<file path="config.mk">
export PLATFORM = sky130hd
export DESIGN_NAME = digit_loader
export DESIGN_NICKNAME = d
export VERILOG_FILES = /design/src/rtl/digit_loader.sv
export SDC_FILE = /design/constraint.sdc
export NUM_CORES = 1
export LEC_CHECK = 0
export ABC_AREA = 1
export BUFFER_PORTS_ARGS = -buffer_cell sky130_fd_sc_hd__buf_2
export CORE_MARGIN = 5
export CORE_UTILIZATION = 52
export DETAILED_ROUTE_END_ITERATION = 6
export GPL_TIMING_DRIVEN = 1
export PLACE_DENSITY = 0.83
export SLEW_MARGIN = 10
export SYNTH_ARGS = -nofsm -noshare
export SYNTH_HDL_FRONTEND = slang
export SYNTH_SLANG_ARGS = --single-unit
export TNS_END_PERCENT = 5
</file>
<file path="constraint.sdc">
create_clock -name clock -period 1.8 [get_ports clock]
set_input_delay 0.09 -clock clock [delete_from_list [all_inputs] [get_ports clock]]
set_output_delay 0.09 -clock clock [all_outputs]
set_load 0.1 [all_outputs]
</file>
<file path="src/rtl/digit_loader.sv">
// digit_loader: receives BCD key digits from the keypad encoder, assembles a
// M:SS cooking time, validates it and hands it to the countdown timer with a
// one-cycle load_pulse. Key entry and start requests are frozen while the
// magnetron runs.
module digit_loader #(
    parameter int SYNC_STAGES = 2
) (
    input  logic       clock,
    input  logic       clear,
    input  logic [3:0] d,
    input  logic       loadn,
    input  logic       lock,
    input  logic       commit,
    output logic [3:0] sec_ones,
    output logic [3:0] sec_tens,
    output logic [3:0] mins,
    output logic [1:0] digit_count,
    output logic       entry_ok,
    output logic       load_pulse,
    output logic       key_err
);

    typedef enum logic [1:0] {
        ST_IDLE   = 2'd0,
        ST_ENTRY  = 2'd1,
        ST_FULL   = 2'd2,
        ST_LOADED = 2'd3
    } state_t;

    state_t state_reg;
    state_t state_next;

    logic [SYNC_STAGES-1:0] sync_reg;
    logic [SYNC_STAGES-1:0] sync_in;
    logic                   prev_reg;
    logic                   sync_out;
    logic                   key_evt;

    logic [3:0] sec_ones_reg, sec_ones_next;
    logic [3:0] sec_tens_reg, sec_tens_next;
    logic [3:0] mins_reg,     mins_next;
    logic [1:0] count_reg,    count_next;
    logic       load_pulse_reg, load_pulse_next;
    logic       key_err_reg,    key_err_next;

    // Decoded requests for this cycle; lock suppresses both silently.
    logic do_commit;
    logic commit_ok;
    logic do_key;
    logic key_valid;
    logic accept;

    // Synchroniser chain input wiring: stage 0 takes loadn, each later stage
    // takes the one before it.
    assign sync_in[0] = loadn;
    generate
        for (genvar gi = 1; gi < SYNC_STAGES; gi++) begin : g_sync
            assign sync_in[gi] = sync_reg[gi-1];
        end
    endgenerate

    assign sync_out = sync_reg[SYNC_STAGES-1];

    // Falling edge of the synchronised strobe; one event per keypress no
    // matter how long loadn is held low.
    assign key_evt = !sync_out && prev_reg;

    // Synchroniser and edge history; both idle high so reset never fakes a key.
    always_ff @(posedge clock) begin
        if (clear) begin
            sync_reg <= '1;
            prev_reg <= 1'b1;
        end else begin
            sync_reg <= sync_in;
            prev_reg <= sync_out;
        end
    end

    assign entry_ok = (count_reg != 2'd0) &&
                      (sec_tens_reg <= 4'd5) &&
                      ((mins_reg | sec_tens_reg | sec_ones_reg) != 4'd0);

    // A commit takes precedence over a key arriving in the same cycle; the
    // key is then discarded.
    assign do_commit = !lock && commit;
    assign commit_ok = do_commit && entry_ok;
    assign do_key    = !lock && !commit && key_evt;
    assign key_valid = (d <= 4'd9);
    assign accept    = do_key && key_valid;

    // State register.
    always_ff @(posedge clock) begin
        if (clear) begin
            state_reg <= ST_IDLE;
        end else begin
            state_reg <= state_next;
        end
    end

    // Next-state logic.
    always_comb begin
        state_next = state_reg;
        if (commit_ok) begin
            state_next = ST_LOADED;
        end else if (accept) begin
            if (state_reg == ST_LOADED) begin
                state_next = ST_ENTRY;
            end else if (count_reg >= 2'd2) begin
                state_next = ST_FULL;
            end else begin
                state_next = ST_ENTRY;
            end
        end
    end

    // Output and datapath next values: digit shift, count, strobes.
    always_comb begin
        sec_ones_next   = sec_ones_reg;
        sec_tens_next   = sec_tens_reg;
        mins_next       = mins_reg;
        count_next      = count_reg;
        load_pulse_next = 1'b0;
        key_err_next    = 1'b0;
        if (do_commit) begin
            if (entry_ok) begin
                load_pulse_next = 1'b1;
                // A key swallowed by a successful commit is still reported.
                key_err_next    = key_evt;
            end else begin
                key_err_next    = 1'b1;
            end
        end else if (do_key) begin
            if (!key_valid) begin
                key_err_next = 1'b1;
            end else if (state_reg == ST_LOADED) begin
                // Fresh entry after a load: previous time is not carried over.
                mins_next     = 4'd0;
                sec_tens_next = 4'd0;
                sec_ones_next = d;
                count_next    = 2'd1;
            end else begin
                mins_next     = sec_tens_reg;
                sec_tens_next = sec_ones_reg;
                sec_ones_next = d;
                count_next    = (count_reg == 2'd3) ? 2'd3 : count_reg + 2'd1;
            end
        end
    end

    // Digit, count and strobe registers.
    always_ff @(posedge clock) begin
        if (clear) begin
            sec_ones_reg   <= 4'd0;
            sec_tens_reg   <= 4'd0;
            mins_reg       <= 4'd0;
            count_reg      <= 2'd0;
            load_pulse_reg <= 1'b0;
            key_err_reg    <= 1'b0;
        end else begin
            sec_ones_reg   <= sec_ones_next;
            sec_tens_reg   <= sec_tens_next;
            mins_reg       <= mins_next;
            count_reg      <= count_next;
            load_pulse_reg <= load_pulse_next;
            key_err_reg    <= key_err_next;
        end
    end

    assign sec_ones    = sec_ones_reg;
    assign sec_tens    = sec_tens_reg;
    assign mins        = mins_reg;
    assign digit_count = count_reg;
    assign load_pulse  = load_pulse_reg;
    assign key_err     = key_err_reg;

endmodule

</file>
==> qor.txt <==
Status: finished clean
Hold Fails Final Rpt: 0
Library cells used by synthesis: 20
CTS Buf Count: 3
Worst Hold Class: in -> reg
Critical path's top delay family: simple AND/OR/NAND/NOR gates
I/O pin count: 26
Highest Clock Rate: 625.5 MHz
R2r worst-path depth: 6
Part of the power in registers: 61.3%
Core Area: 1541 µm²
Post-synthesis sequential area ratio: 48.77%
Max-cap viol count: 0
# fillers: 145
Largest net degree at the start of global routing: 14
Worst slack, placed: 0.3900 ns
Worst-path clk slew: 0.11 ns
Row cnt: 14
Die footprint: 2572 µm²
Mapped cell area: 862.1 µm²
Routability cong.: 0.8002
Synth top area cells: dfxtp_1 49%, nand2_1 8.7%, nor2_1 8.3%
CP cell instances: nor2_1, nor3b_2, nand2_1, clkinvlp_4, clkbuf_4
Met2 Resource Use GR: 25.62%
Clock network fraction of total power: 29.7%
Antenna fix cells: 0
Maximum buffer depth of the clock tree: 2
Vias in the first global route: 710
Input/output buffers: 25
CTS tree: built
P_int: 574.9 µW
Final instance area: 1062 µm²
Total grt overflow: 0
Area of the multi-input gates: 372.9 µm²
Syn Inst Count: 112
Clk_lat worst skew: 0.31 ns
Initial drt markers: 26
Peak supply drop: 0.6315 mV
Final Cycle Share: 88.82%
Worst slew margin: 67.29%
CP Data Arrival Time: 1.51 ns
Hold path depth: 3
DR vias/cell: 5.229
Worst setup EP type: output pin
H-Tree Depth: 1
Lkg Pwr: 0.5029 nW
Sequential Area: 442.9 µm²
Switching share of power: 25.22%
Post-DP Area: 1008 µm²
Clk_skew: 0.002771 ns
Main synth FF type: dfxtp_1
Ys async rst share: 0%
Sink Count: 21
Tot Pwr: 768.8 µW
Total track usage: 15.38%
#FFs+latches synth: 21
YS warnings: 0
Nets: 151
Met3 usage: 4.142%
DRC Markers: 0
Share of the synthesized area in the top cell type: 48.77%
Syn_nets: 121
Via count: 821
Routed len/inst: 12.11 µm
First-pass GRT wire length: 3022 µm
Avg Cell Area, Syn: 7.697 µm²
Setup TNS: 0 ns
GRT busiest layer: met2
Gate power share: 9.0%
Die width: 50.72 µm
Share of layout cells above drive strength 1: 37.59%
Worst Path Required: 1.71 ns
Slowest cell delay on critical path: 0.38 ns
Final setup viols: 0
Levels on crit path: 5
Final Slew Violations: 0
Root Buffer: clkbuf_4
Initial DRT Pass Iterations: 4
Startpoint types: flop
Slew at the pin with the worst max-slew slack: 0.4941 ns
Pwr/cell area: 723.7 nW/µm²
Switch Pwr: 193.9 µW
Starting Density: 55.93%
Critical path's slowest cell: dfxtp_2
Number of synthesized flops with an enable pin: 0
Area grow syn2layout: 23.22%
Synth top cells by count: 21 x dfxtp_1, 20 x nand2_1, 19 x nor2_1
Min Hold Slack: 0.03475 ns
Period minus WS final: 1.599 ns
CP max FO: 5
Initial antenna violation count: 0
Most frequent cell after synthesis: dfxtp_1
DRT antenna net count: 0
Dpl hpwl: 1390 µm
Grt met1 use: 16.79%
Routed WL: 1902 µm
Yosys top cell by area: dfxtp_1
Setup ws final: 0.2012 ns
RSZ-0062 raised after global routing: false
Kind of critical path: reg -> out
Die Y: 50.72 µm
WP buf/inv: 2
## path summary, 6_finish.rpt
kind / from / end / slack [ns]
min: d[2] / sec_ones[2] / 0.03
max: digit_count[1] / entry_ok / 0.20
min reg2reg: sync_reg[0] / sync_reg[1] / 0.43
max reg2reg: sync_reg[1] / sec_tens[1] / 0.58
## power by group through the flow
stage	logic [mW]	registers (mW)	clock network, mW
after global routing	0.0746	0.472	0.257
final	0.0689	0.471	0.229
after CTS	0.0669	0.471	0.230
after detailed placement	0.0651	0.482	0
after floorplan	0.0242	0.505	0
after global placement	0.0646	0.482	0
## area by class of cell
cell class                 instances  area share (%)
inverter                           9           3.534
tap                               16           1.885
timing repair buffer              29           15.31
clock buffer                       4           2.473
multi-input combinational         78           35.10
sequential                        21           41.70
## stage by stage
step / util, % / std cells
CTS: 67.78 / 156
global placement: 65.42 / 151
floorplan: - / 112
detailed placement: 65.42 / 151
finish: 68.91 / 157
global route: 68.91 / 157
## worst reg2reg max path, stage by stage (launching register included)
cell	delay, ns
dfxtp_1	0.32
inv_1	0.11
nand3_2	0.10
nor2_2	0.19
buf_4	0.21
nand3_1	0.08
a21oi_1	0.14
## layout by cell type (no fill, tap or decap)
cell type and instances:
o211ai_1 1, nor3b_2 1, dlygate4sd3_1 2, clkbuf_4 4, nor2_1 19, buf_2 24, a31oi_1 1, dfxtp_2 12
inv_1 8, nand2_1 20, nand2_2 1, o21a_1 1, clkbuf_1 1, dfxtp_1 7, dfxtp_4 2, nor2_2 2
or2_2 2, a21oi_1 9, o21ai_0 8, nand3_1 10, nand4_1 1, buf_4 2, clkinvlp_4 1, nand3_2 2
## cell families after synthesis
kind of cell	after synthesis	synth area share, %
DFF	21	48.77
buffers and inverters	13	8.562
AOI/OAI and AO/OA	20	12.34
and+or+nand+nor	58	30.33
## layer usage
| metal | vias up | routed length [µm] |
|---|---|---|
| met3 | 5 | 151 |
| li1 | 421 | - |
| met5 | - | 0 |
| met2 | 23 | 923 |
| met1 | 372 | 777 |
| met4 | 0 | 50 |
## what timing repair did
item / in CTS / in global routing
hold endpoints to repair: 1 / 1
hold buffers: 1 / 1
setup endpoints to repair: 0 / 1
buffers inserted: 0 / 0
gates resized for setup: 0 / 2
No activity file was read; power rests on OpenSTA's default activity.
